[src/rtl/npu_data_loader.sv]
// npu_data_loader: streams a length header plus (feature, weight) byte pairs into the NPU RAMs, then launches the core.
// Define NPU_LOADER_CHECKSUM_EN to require a trailing XOR checksum byte and expose err_csum.
module npu_data_loader #(
   parameter int ADDR_W = 4,
   parameter int DATA_W = 8
) (
   input  logic              clk,
   input  logic              rst_n,
   input  logic [DATA_W-1:0] s_data,
   input  logic              s_valid,
   output logic              s_ready,
   output logic              feat_we,
   output logic [ADDR_W-1:0] feat_addr,
   output logic [DATA_W-1:0] feat_wdata,
   output logic              weight_we,
   output logic [ADDR_W-1:0] weight_addr,
   output logic [DATA_W-1:0] weight_wdata,
   output logic [ADDR_W:0]   vec_len,
   output logic              core_start,
   input  logic              core_done,
   output logic              busy,
   output logic              err_len,
`ifdef NPU_LOADER_CHECKSUM_EN
   output logic              err_csum,
`endif
   output logic [15:0]       vec_count
);
   typedef enum logic [2:0] {
      IDLE,
      LOAD_F,
      LOAD_W,
`ifdef NPU_LOADER_CHECKSUM_EN
      CSUM,
`endif
      START,
      WAIT_DONE
   } state_t;

`ifdef NPU_LOADER_CHECKSUM_EN
   localparam state_t LAST_NXT = CSUM;
   logic [DATA_W-1:0] csum;
`else
   localparam state_t LAST_NXT = START;
`endif
   localparam logic [31:0] MAX_LEN = 32'(1) << ADDR_W;

   state_t state, nxt;
   logic [ADDR_W-1:0] idx;
   logic hs, hdr_ok, last;

   assign hs      = s_valid && s_ready;
   assign hdr_ok  = (s_data != '0) && (32'(s_data) <= MAX_LEN);
   assign last    = ({1'b0, idx} + (ADDR_W+1)'(1)) == vec_len;
   assign s_ready = (state != START) && (state != WAIT_DONE);
   assign busy    = state != IDLE;

   always_ff @(posedge clk or negedge rst_n)
      if (!rst_n) state <= IDLE;
      else        state <= nxt;

   always_comb begin
      nxt = state;
      case (state)
         IDLE:      nxt = (hs && hdr_ok) ? LOAD_F : IDLE;
         LOAD_F:    nxt = hs ? LOAD_W : LOAD_F;
         LOAD_W:    nxt = hs ? (last ? LAST_NXT : LOAD_F) : LOAD_W;
`ifdef NPU_LOADER_CHECKSUM_EN
         CSUM:      nxt = hs ? ((s_data == csum) ? START : IDLE) : CSUM;
`endif
         START:     nxt = WAIT_DONE;
         WAIT_DONE: nxt = core_done ? IDLE : WAIT_DONE;
         default:   nxt = IDLE;
      endcase
   end

   always_ff @(posedge clk or negedge rst_n)
      if (!rst_n) begin
         feat_we      <= 1'b0;
         feat_addr    <= '0;
         feat_wdata   <= '0;
         weight_we    <= 1'b0;
         weight_addr  <= '0;
         weight_wdata <= '0;
         vec_len      <= '0;
         core_start   <= 1'b0;
         err_len      <= 1'b0;
         vec_count    <= '0;
         idx          <= '0;
`ifdef NPU_LOADER_CHECKSUM_EN
         csum         <= '0;
         err_csum     <= 1'b0;
`endif
      end else begin
         feat_we    <= hs && (state == LOAD_F);
         weight_we  <= hs && (state == LOAD_W);
         err_len    <= hs && (state == IDLE) && !hdr_ok;
         core_start <= state == START;
         if (hs && state == IDLE && hdr_ok) begin
            vec_len <= s_data[ADDR_W:0];
            idx     <= '0;
         end
         if (hs && state == LOAD_F) begin
            feat_addr  <= idx;
            feat_wdata <= s_data;
         end
         if (hs && state == LOAD_W) begin
            weight_addr  <= idx;
            weight_wdata <= s_data;
            idx          <= idx + ADDR_W'(1);
         end
         if (state == WAIT_DONE && core_done) vec_count <= vec_count + 16'd1;
`ifdef NPU_LOADER_CHECKSUM_EN
         // Running XOR seeded by the header, folded over every payload byte.
         if (hs && state == IDLE) csum <= s_data;
         if (hs && (state == LOAD_F || state == LOAD_W)) csum <= csum ^ s_data;
         err_csum <= hs && (state == CSUM) && (s_data != csum);
`endif
      end
endmodule

[config.mk]
export PLATFORM = sky130hd
export DESIGN_NAME = npu_data_loader
export DESIGN_NICKNAME = d
export VERILOG_FILES = /design/src/rtl/npu_data_loader.sv
export SDC_FILE = /design/constraint.sdc
export NUM_CORES = 1
export LEC_CHECK = 0
export CORE_ASPECT_RATIO = 1.5
export CORE_MARGIN = 5
export CORE_UTILIZATION = 40
export CTS_CLUSTER_SIZE = 28
export DETAILED_ROUTE_END_ITERATION = 8
export GPL_TIMING_DRIVEN = 0
export HOLD_SLACK_MARGIN = 0.06
export PLACE_DENSITY = 0.75
export SYNTH_ARGS = -nofsm -noshare
export SYNTH_HDL_FRONTEND = slang
export SYNTH_SLANG_ARGS = --single-unit
export TNS_END_PERCENT = 50
[constraint.sdc]
create_clock -name clk -period 3.8 [get_ports clk]
set_input_delay 0.76 -clock clk [delete_from_list [all_inputs] [get_ports clk]]
set_output_delay 0.76 -clock clk [all_outputs]
set_load 0.02 [all_outputs]
* Word level (Yosys, flattened, before mapping)
Index checks and enable logic that the tools add are counted.
Cells by class: magnitude comparators 1, equal/unequal tests 7, shifts and indexed selects 0, muxes and demuxes 8, divide/modulo/power cells 0, $mul 0, $add $sub $neg 3, bitwise gates (word level) 0, reduce and logical (&&, ||, !) cells 15
Operators by type and width (count):
- $add 16x1->16 const B | 1
- $pmux 3 s5 | 1
- $logic_and 1x1->1 | 10
- $le 8x5->1 const B | 1
- $mux 4 | 2
- $reduce_bool 8->1 | 1
- $eq 3x2->1 const B | 2
- $mux 2 | 3
- $add 4x1->5 const B | 1
- $eq 5x5->1 | 1
- $add 4x1->4 const B | 1
- $eq 3x1->1 const B | 1
- $eq 3x3->1 const B | 1
- $logic_not 3->1 | 1
- $mux 3 | 1
- $ne 3x2->1 const B | 1
- $ne 3x3->1 const B | 1
- $reduce_bool 3->1 | 1
- $reduce_bool 2->1 | 1
- $logic_not 1->1 | 1
- $mux 1 | 1
Word-level totals: bits in read-only memories 0, latch bits 0, word-level logic and storage cells 46, bits of input ports 12, memories kept 0, register bits 56, bits in writable memories 0

* Depth between registers and ports, before layout
Gate-level depths: netlist of the first run.
word-level depth 7, mapped depth 7, mapped depth without buffers 5

* Worst setup path after synthesis of the first run
OpenSTA, ideal clock, no wires.
kind input to register, start point in s_data[1], end point reg state[0], buffers on the path 0, library setup time 0.136 ns, data required time 3.664 ns, stages 4, arrival time 1.953 ns, path slack 1.711 ns, cells stage by stage nor4_1 -> mux2i_1 -> nor4_4 -> or3_2
Between the ends: cells in the longest elaborated chain, start to end 5
Ends and longest elaborated chain:
- start: declaration | RTL line 9 | input logic [DATA_W-1:0] s_data,
- $le 8x5->1 / $reduce_bool 8->1 (equally long branches) | RTL line 52 | assign hdr_ok = (s_data != '0) && (32'(s_data) <= MAX_LEN);
- $logic_and 1x1->1 (*) | RTL line 52
- $logic_and 1x1->1 (*) | RTL line 64 | IDLE: nxt = (hs && hdr_ok) ? LOAD_F : IDLE;
- $mux 1 (*) | RTL line 64
- $pmux 3 s5 (*) | RTL line 63 | case (state)
- named net nxt[0] | RTL line 47 | state_t state, nxt;
- end signal: assignment | RTL line 59 | else state <= nxt;
- end: declaration | RTL line 47
Mark *: on every way through the listed nets, which the timed path passes. The rest lies on a longest branch. A chain may end at the register's enable or synchronous reset.

* Worst setup path after layout of the first run
start point reg state[1], end point out s_ready
Between the ends: cells in the longest elaborated chain, start to end 2
Ends and longest elaborated chain:
- $ne 3x2->1 / $ne 3x3->1 (equally long branches) | RTL line 54 | assign s_ready = (state != START) && (state != WAIT_DONE);
- $logic_and 1x1->1 (*) | RTL line 54
- end: declaration | RTL line 11 | output logic s_ready,
Mark *: on every way between the ends. The rest lies on a longest branch, timed or not.

==> results of run 1 <==
==> cells by family (layout without fill, tap and decap cells) <==
kind of cell	Yosys count	after routing	share of synthesized area (%)
flip-flops	56	56	58.03
multiplexers	19	19	8.808
buffers and inverters	11	82	2.020
AO/OA/AOI/OAI	13	13	3.213
XOR/XNOR	20	20	7.254
adder cells (fa/ha/maj)	2	2	1.036
AND/OR/NAND/NOR	91	91	19.64
==> sequential cells by signal (all words and copies together), names as in the netlist, 3 cells and up <==
signal        cells
state             3
weight_wdata      8
vec_len           5
weight_addr       4
feat_wdata        8
idx               4
feat_addr         4
vec_count        16
==> layer usage <==
metal	up-vias	part of all wire [%]	track usage, %
met2	54	53	24.81
met1	884	40	17.00
met3	4	5.9	3.266
met4	0	0.91	4.016
met5	-	0	0
li1	859	-	-
==> path summary, 6_finish.rpt <==
path	end	from	slack (ns)	depth (start not counted)
max	s_ready	state[1]	1.06	4
min	weight_wdata[6]	rst_n	0.43	1
max reg2reg	state[0]	state[1]	1.86	4
min reg2reg	weight_wdata[2]	weight_wdata[2]	0.48	2
max in group asynchronous	feat_addr[3]	rst_n	2.80	2
min in group clk	weight_wdata[2]	weight_wdata[2]	0.48	2
==> per-stage QoR <==
stage | hold WS [ns] | power [mW] | util, %
finish | 0.4290 | 2.325 | 55.80
global route | 0.4601 | 2.463 | 55.80
CTS | 0.4356 | 2.358 | 55.80
detailed placement | 0.4636 | 1.956 | 53.89
global placement | 0.4624 | 1.933 | 53.63
floorplan | 0.4644 | 1.482 | -
==> where the power goes <==
group | internal [mW] | total (mW) | switching [mW]
logic | 0.508 | 1.01 | 0.503
clock network | 0.199 | 0.392 | 0.193
registers | 0.782 | 0.922 | 0.140
total | 1.49 | 2.33 | 0.836
==> area by class of cell <==
class | count | share of cell area (%)
Clock buffer | 6 | 2.232
Tap cell | 72 | 2.770
Clock inverter | 2 | 1.193
Inverter | 3 | 0.3463
Buffer | 8 | 1.154
Timing Repair Buffer | 63 | 19.55
Sequential cell | 56 | 43.09
Multi-Input combinational cell | 145 | 29.67
==> cells in the final DEF (no fill, tap or decap), types with 2 or more instances in the layout <==
master and n:
a21oi_1 2, and3_1 2, buf_2 4, clkbuf_1 5, clkbuf_8 5, clkdlybuf4s50_1 61, dfrtp_1 56, ha_1 2
inv_1 2, mux2_2 18, nand2_1 47, nand2b_1 2, nand3_1 7, nand3b_1 2, nand4_1 5, nor2_1 6
nor2b_1 4, nor4_1 2, nor4b_1 3, o21ai_0 7, or3_1 2, xnor2_1 16, xor2_1 4
==> summary.txt, run 1 <==
Setup path
  – WP buf/inv: 2
  – Worst EP required: 3.04 ns
  – Top delay family on crit path: buffers and inverters
  – Kind of critical path: flop to primary output
  – Highest cell delay on the worst timing path: 0.62 ns
  – CP startpoint kind: flop
  – Crit end category: primary output
  – CP arrival: 1.98 ns
  – CP Max Fanout: 10
  – Crit-path slowest cell: clkdlybuf4s50_1
  – CP cell instances: clkbuf_1, nor2_1, a21oi_1, clkdlybuf4s50_1

Logic synthesis
  – Mapped Avg Cell Area: 11.39 µm²
  – Synth Net Count: 226
  – Number of synthesized flops with an enable pin: 0
  – Synth Flop Type: dfrtp_1
  – Post-Synthesis Cells: 212
  – Yosys top cell by area: dfrtp_1
  – Seq/Total Area, Yosys: 58.03%
  – Main area contributors after synthesis: dfrtp_1 58%, mux2_2 8.4%, nand2_1 7.3%
  – Netlist Area Pre-Place: 0.002415 mm²
  – Fraction of registers with async set/reset: 100.0%
  – Post-synth cell types: 37
  – Synth top cells by count: 56 x dfrtp_1, 47 x nand2_1, 18 x mux2_2
  – FF+latch count, synth: 56
  – Yosys warning count: 0
  – Synth top area share: 58.03%
  – Most frequent cell after synthesis: dfrtp_1

Die
  – Die Y-Extent: 105.2 µm
  – Core Region: 0.005828 mm²
  – DIE AREA: 0.007723 mm²
  – Rows: 34
  – Starting Density: 41.43%
  – Die Wd: 73.44 µm
  – Num ports: 63

Power
  – Power Density: 715.1 mW/mm²
  – LEAKAGE: 1.438 nW
  – Maximum vdd ir drop: 432.5 µV

Layout
  – N_diodes: 0
  – Layout area overhead: 34.66%
  – Nets: 296
  – Area taken by multi-input logic gates: 964.7 µm²
  – Non-filler cells, final: 355
  – Share of cells above drive strength 1: 12.72%
  – Reg area: 0.001401 mm²
  – Filler cell count: 524
  – Design area: 0.003252 mm²

Clock network
  – CTS Hold Bufs: 0
  – Cts bufs inserted: 5
  – Clock tree buffer depth: 2
  – Skew-Pair Late Insertion Delay: 0.31 ns
  – Post-CTS sizing: 0
  – TritonCTS clock tree: built
  – Clock-pin slew on the worst setup and hold paths: 0.10 ns
  – Root buffer cell: clkbuf_8
  – Setup Fix Bufs, Post-CTS: 0
  – Clk sinks: 56
  – Depth of the CTS H-tree: 2

Detailed routing
  – DR WL/cell: 14.87 µm
  – DRC: 0
  – Drt total wl: 5.279 mm
  – DRT antenna net count: 0
  – First DRT Iteration DRCs: 33
  – Vias per inst: 5.073
  – DR pass1 iterations: 4
  – Vias: 1801

Place
  – RePlAce Congestion: 0.7761
  – Setup Slack @ Placement: 0.8514 ns
  – IO Port Bufs: 62
  – Dpl cell area: 0.003141 mm²
  – HPWL Detailed: 3.951 mm
  – Number of instances in the placed design: 347

STA
  – Worst Slack Setup Final: 1.059 ns
  – Min Clock Period, post-route: 2.741 ns
  – TNS Setup: 0 ns
  – Tcrit/Tclk final: 72.13%
  – Fmax: 0.3648 GHz
  – Slew HR: 59.07%
  – Clock Skews: 0.007931 ns
  – Final Setup Violations: 0
  – Slew @ Worst Pin: 0.6093 ns
  – Final hold viol count: 0
  – RSZ-0062 raised after global routing: no
  – Final Max Slew Viols: 0

Global route
  – Overflow left after global routing: 0
  – Initial antenna violation count: 0
  – First-pass GRT wire length: 8.742 mm
  – Largest net degree at the start of global routing: 34
  – Vias in the first global route: 1813
  – GR Util All Layers: 14.19%

Outcome
  – Outcome: completed

Hold path
  – Worst Hold Class: input port to async pin

Run
  – Max-Cap Viols: 0
No activity file was read; power rests on OpenSTA's default activity.
==> run 2, diff against run 1 <==
--- a/config.mk
+++ b/config.mk
@@ -12,7 +12,7 @@
 export DETAILED_ROUTE_END_ITERATION = 8
 export GPL_TIMING_DRIVEN = 0
 export HOLD_SLACK_MARGIN = 0.06
-export PLACE_DENSITY = 0.75
+export PLACE_DENSITY = 0.77
 export SYNTH_ARGS = -nofsm -noshare
 export SYNTH_HDL_FRONTEND = slang
 export SYNTH_SLANG_ARGS = --single-unit
==> constraint.sdc (replaced) <==
create_clock -name clk -period 2.3 [get_ports clk]
set_input_delay 0.46 -clock clk [delete_from_list [all_inputs] [get_ports clk]]
set_output_delay 0.46 -clock clk [all_outputs]
set_load 0.02 [all_outputs]
==> summary.txt, run 2 (synthesis results as in run 1) <==
Detailed routing
  – Vias per inst: 4.992 (was 5.073)
  – DRC: 0 (unchanged)
  – First DRT Iteration DRCs: 27 (was 33)
  – Met3 WL: 289 µm (was 312 µm)
  – Vias: 1777 (was 1801)
  – DR pass1 iterations: 4 (unchanged)
  – WL met1: 2.214 mm (was 2.093 mm)
  – Wire length on met2: 2.737 mm (was 2.824 mm)
  – DR WL/cell: 15.16 µm (was 14.87 µm)
  – Max Used Layer: met4 (unchanged)
  – Drt total wl: 5.398 mm (was 5.279 mm)
  – DRT antenna net count: 0 (unchanged)

STA
  – RSZ-0062 raised after global routing: no (unchanged)
  – Tcrit/Tclk final: 97.53%
  – Fmax: 0.4458 GHz
  – Slew @ Worst Pin: 0.5668 ns (was 0.6093 ns)
  – Slew HR: 61.92% (was 59.07%)
  – TNS Setup: 0 ns (unchanged)
  – Clock Skews: 0.005460 ns (was 0.007931 ns)
  – Final Setup Violations: 0 (unchanged)
  – Min Clock Period, post-route: 2.243 ns
  – Final hold viol count: 0 (unchanged)
  – Final Max Slew Viols: 0 (unchanged)
  – Hold_ws: 0.09071 ns (was 0.4290 ns)
  – Worst Slack Setup Final: 0.05679 ns (was 1.059 ns)

Global route
  – First-pass GRT wire length: 8.763 mm (was 8.742 mm)
  – Vias in the first global route: 1772 (was 1813)
  – Overflow left after global routing: 0 (unchanged)
  – Initial antenna violation count: 0 (unchanged)
  – Largest net degree at the start of global routing: 38 (was 34)
  – GR Util All Layers: 14.62% (was 14.19%)

Die
  – Core Region: 0.005828 mm² (unchanged)
  – Die Y-Extent: 105.2 µm (unchanged)
  – DIE AREA: 0.007723 mm² (unchanged)
  – Die Wd: 73.44 µm (unchanged)
  – Num ports: 63 (unchanged)
  – Starting Density: 41.43% (unchanged)
  – Rows: 34 (unchanged)

Power
  – LEAKAGE: 1.457 nW (was 1.438 nW)
  – Maximum vdd ir drop: 696.7 µV (was 432.5 µV)
  – Power Density: 1174 mW/mm² (was 715.1 mW/mm²)

Hold path
  – Worst Hold Class: input port to async pin (unchanged)

Setup path
  – Highest cell delay on the worst timing path: 0.58 ns (was 0.62 ns)
  – CP cell instances: clkdlybuf4s50_1, nor4b_1, mux2i_2, nor4_4, buf_4, mux2_2 (was clkbuf_1, nor2_1, a21oi_1, clkdlybuf4s50_1)
  – CP Max Fanout: 5 (was 10)
  – Crit-path slowest cell: clkdlybuf4s50_1 (unchanged)
  – Kind of critical path: input port to flop (was flop to primary output)
  – CP startpoint kind: input port (was flop)
  – Crit end category: flop (was primary output)
  – Worst EP required: 2.49 ns (was 3.04 ns)
  – CP arrival: 2.44 ns (was 1.98 ns)
  – R2R depth: 5 (was 4)

Layout
  – Top flop regs: vec_count x16, feat_wdata x8, weight_wdata x8 (unchanged)
  – Design area: 0.003282 mm² (was 0.003252 mm²)
  – N_diodes: 0 (unchanged)
  – Nets: 297 (was 296)
  – Most common library cell in the layout ignoring fill and taps: clkdlybuf4s50_1 (unchanged)
  – Max FFs per register: 16 (unchanged)
  – Layout area overhead: 35.91% (was 34.66%)
  – Share of cells above drive strength 1: 14.44% (was 12.72%)
  – Top reg by flops: vec_count (unchanged)
  – Non-filler cells, final: 356 (was 355)
  – Commonest non-fill, non-tap cells in the layout: 60 x clkdlybuf4s50_1, 55 x dfrtp_1, 47 x nand2_1, 18 x mux2_2, 16 x xnor2_1 (was 61 x clkdlybuf4s50_1, 56 x dfrtp_1, 47 x nand2_1, 18 x mux2_2, 16 x xnor2_1)

Clock network
  – Root buffer cell: clkbuf_8 (unchanged)
  – Clk sinks: 56 (unchanged)
  – Skew-Pair Late Insertion Delay: 0.31 ns (about the same)
  – Cts bufs inserted: 5 (unchanged)
  – Clock tree buffer depth: 2 (unchanged)
  – TritonCTS clock tree: built (unchanged)
  – Depth of the CTS H-tree: 2 (unchanged)
  – Clock-pin slew on the worst setup and hold paths: 0.10 ns (about the same)

Place
  – IO Port Bufs: 62 (unchanged)
  – HPWL Detailed: 3.996 mm (was 3.951 mm)
  – Dpl cell area: 0.003141 mm² (unchanged)
  – RePlAce Congestion: 0.7968 (was 0.7761)
  – Setup Slack @ Placement: -0.3293 ns (was 0.8514 ns)
  – Number of instances in the placed design: 347 (unchanged)

Run
  – Max-Cap Viols: 0 (unchanged)

Outcome
  – Outcome: completed (unchanged)
-- run 2: per-layer routing --
layer	track usage, %	vias up
met5	0	-
met3	3.650	10
met2	24.05	53
met1	17.85	848
li1	-	866
met4	6.088	0
-- run 2: area by class of cell --
| type | count | area (µm²) |
|---|---|---|
| plain buffers | 7 | 33.78 |
| clock buffers | 6 | 72.57 |
| clock inverters | 2 | 38.79 |
| fillers | 516 | 2546 |
| inverters | 3 | 11.26 |
| multi-input cells | 146 | 987.2 |
| flip-flops and latches | 56 | 1403 |
| well taps | 72 | 90.09 |
| repair buffers | 64 | 645.6 |
-- run 2: worst max-delay path, delay by kind of cell --
kind | cells | cell delay, ns
buf+inv | 2 | 0.77
mux | 2 | 0.55
simple gates | 2 | 0.64
-- run 2: through the flow --
| stage | total power [mW] | util, % |
|---|---|---|
| CTS | 3.900 | 55.84 |
| global placement | 3.195 | 53.63 |
| global route | 4.097 | 56.31 |
| finish | 3.852 | 56.31 |
| detailed placement | 3.241 | 53.89 |
| floorplan | 2.448 | - |
-- run 2: path summary, 6_finish.rpt --
path	from	endpoint	slack (ns)
min in group clk	vec_count[15]	vec_count[15]	0.47
worst max register to register	state[2]	feat_wdata[6]	0.26
max in group asynchronous	rst_n	state[1]	1.64
worst min-delay path	rst_n	weight_we	0.09
worst max-delay path	s_data[4]	vec_len[0]	0.06
worst min register to register	vec_count[15]	vec_count[15]	0.47
-- run 2: what timing repair did --
action,CTS,global route
pin swaps,0,1
cloned,0,1
gates resized for setup,1,3
setup endpoints to repair,7,7
buffers inserted,0,1
hold buffers,0,0
-- run 2: report_power, final --
part	internal, mW	switching (mW)
registers	1.29	0.255
logic	0.836	0.820
clock network	0.329	0.318
total	2.46	1.39
==> run 3, diff against run 2 <==
--- a/config.mk
+++ b/config.mk
@@ -7,12 +7,12 @@
 export LEC_CHECK = 0
 export CORE_ASPECT_RATIO = 1.5
 export CORE_MARGIN = 5
-export CORE_UTILIZATION = 40
+export CORE_UTILIZATION = 43
 export CTS_CLUSTER_SIZE = 28
 export DETAILED_ROUTE_END_ITERATION = 8
 export GPL_TIMING_DRIVEN = 0
 export HOLD_SLACK_MARGIN = 0.06
-export PLACE_DENSITY = 0.77
+export PLACE_DENSITY = 0.82
 export SYNTH_ARGS = -nofsm -noshare
 export SYNTH_HDL_FRONTEND = slang
 export SYNTH_SLANG_ARGS = --single-unit
==> summary.txt, run 3 (synthesis results as in run 1) <==
Power
  – Power Density: 1153 mW/mm² (was 1174 mW/mm²)
  – Maximum vdd ir drop: 776.2 µV (was 696.7 µV)
  – LEAKAGE: 1.456 nW (was 1.457 nW)

Hold path
  – Worst Hold Class: input port to async pin (unchanged)

Clock network
  – Depth of the CTS H-tree: 2 (unchanged)
  – Cts bufs inserted: 5 (unchanged)
  – Root buffer cell: clkbuf_8 (unchanged)
  – Skew-Pair Late Insertion Delay: 0.31 ns (about the same)
  – Clock-pin slew on the worst setup and hold paths: 0.11 ns (was 0.10 ns)
  – Clock tree buffer depth: 2 (unchanged)
  – TritonCTS clock tree: built (unchanged)
  – CTS Hold Bufs: 0 (unchanged)
  – Clk sinks: 56 (unchanged)

Detailed routing
  – First DRT Iteration DRCs: 69 (was 27)
  – DR WL/cell: 15.40 µm (was 15.16 µm)
  – Vias per inst: 5.294 (was 4.992)
  – DR pass1 iterations: 4 (unchanged)
  – DRC: 0 (unchanged)
  – Drt total wl: 5.450 mm (was 5.398 mm)
  – DRT antenna net count: 0 (unchanged)
  – Vias: 1874 (was 1777)

STA
  – Fmax: 0.4521 GHz (was 0.4458 GHz)
  – Final hold viol count: 0 (unchanged)
  – Worst Slack Setup Final: 0.08796 ns (was 0.05679 ns)
  – Slew HR: 59.97% (was 61.92%)
  – TNS Setup: 0 ns (unchanged)
  – Clock Skews: 0.009147 ns (was 0.005460 ns)
  – Final Setup Violations: 0 (unchanged)
  – Min Clock Period, post-route: 2.212 ns (was 2.243 ns)
  – Final Max Slew Viols: 0 (unchanged)
  – RSZ-0062 raised after global routing: no (unchanged)
  – Tcrit/Tclk final: 96.18% (was 97.53%)
  – Slew @ Worst Pin: 0.6004 ns (was 0.5668 ns)

Run
  – Max-Cap Viols: 0 (unchanged)

Global route
  – GR Util All Layers: 16.11% (was 14.62%)
  – Overflow left after global routing: 0 (unchanged)
  – Largest net degree at the start of global routing: 32 (was 38)
  – Vias in the first global route: 1890 (was 1772)
  – Initial antenna violation count: 0 (unchanged)
  – First-pass GRT wire length: 9.066 mm (was 8.763 mm)

Layout
  – Layout area overhead: 35.39% (was 35.91%)
  – N_diodes: 0 (unchanged)
  – Most common library cell in the layout ignoring fill and taps: clkdlybuf4s50_1 (unchanged)
  – Max FFs per register: 16 (unchanged)
  – Commonest non-fill, non-tap cells in the layout: 59 x clkdlybuf4s50_1, 55 x dfrtp_1, 47 x nand2_1, 18 x mux2_2, 16 x xnor2_1 (was 60 x clkdlybuf4s50_1, 55 x dfrtp_1, 47 x nand2_1, 18 x mux2_2, 16 x xnor2_1)
  – Top reg by flops: vec_count (unchanged)
  – Share of cells above drive strength 1: 15.49% (was 14.44%)
  – Top flop regs: vec_count x16, feat_wdata x8, weight_wdata x8 (unchanged)
  – Nets: 297 (unchanged)

Die
  – Starting Density: 44.31% (was 41.43%)
  – Num ports: 63 (unchanged)
  – Die Y-Extent: 101.8 µm (was 105.2 µm)
  – Rows: 33 (was 34)
  – Die Wd: 71.19 µm (was 73.44 µm)
  – DIE AREA: 0.007245 mm² (was 0.007723 mm²)
  – Core Region: 0.005450 mm² (was 0.005828 mm²)

Setup path
  – Kind of critical path: input port to flop (unchanged)
  – CP startpoint kind: input port (unchanged)
  – Crit end category: flop (unchanged)
  – Worst EP required: 2.50 ns (was 2.49 ns)
  – CP Max Fanout: 5 (unchanged)
  – R2R depth: 5 (unchanged)
  – CP arrival: 2.41 ns (was 2.44 ns)

Place
  – HPWL Detailed: 4.157 mm (was 3.996 mm)
  – RePlAce Congestion: 0.8249 (was 0.7968)
  – IO Port Bufs: 62 (unchanged)
  – Setup Slack @ Placement: -0.3990 ns (was -0.3293 ns)

Outcome
  – Outcome: completed (unchanged)
-- run 3: worst max-delay path, cell delays in order --
cell             delay (ns)
clkdlybuf4s50_1        0.54
nor4_2                 0.40
mux2i_2                0.17
nor4_4                 0.31
buf_4                  0.19
mux2_2                 0.33
-- run 3: what timing repair did --
action | in CTS | in global routing
gates resized for setup | 2 | 5
gates cloned | 0 | 0
setup buffers | 2 | 0
pin swaps | 1 | 0
setup endpoints to repair | 7 | 8
-- run 3: stage by stage --
stage | utilization (%) | std cells | hold WS, ns | power, mW | area (µm²)
after floorplan | - | 212 | 0.1644 | 2.448 | 2415
after global placement | 57.30 | 344 | 0.4597 | 3.193 | 3123
after detailed placement | 57.58 | 345 | 0.4665 | 3.253 | 3138
after CTS | 59.69 | 354 | 0.1442 | 3.813 | 3253
after global routing | 59.99 | 354 | 0.1799 | 3.979 | 3269
final | 59.99 | 354 | 0.1389 | 3.769 | 3269
-- run 3: report_power, final --
group          total [mW]  switching [mW]  internal (mW)
sequential           1.56           0.263           1.29
combinational        1.67           0.830          0.837
clock               0.545           0.326          0.219
total                3.77            1.42           2.35
-- run 3: worst paths after layout --
kind | startpoint | slack [ns] | end
max | s_data[4] | 0.09 | vec_len[0]
min | rst_n | 0.14 | vec_count[8]
max reg2reg | state[2] | 0.37 | feat_addr[1]
min reg2reg | weight_addr[0] | 0.49 | weight_addr[0]
max in group asynchronous | rst_n | 1.59 | idx[1]
min in group clk | weight_addr[0] | 0.49 | weight_addr[0]
-- run 3: cell type report --
type,instances,area (µm²)
inverter,3,11.26
tap,70,87.58
buffer,7,33.78
sequential,56,1403
clock inverter,3,22.52
timing repair buffer,65,655.6
multi-input combinational,145,987.2
fill,459,2181
clock buffer,5,68.82
-- run 3: metal layers --
layer / share of wire (%) / wire (µm) / global-route usage [%]
met1: 40 / 2167 / 18.30
met2: 53 / 2892 / 28.90
met3: 5.2 / 282 / 4.071
met4: 2.0 / 108 / 5.933
met5: 0 / 0 / 0
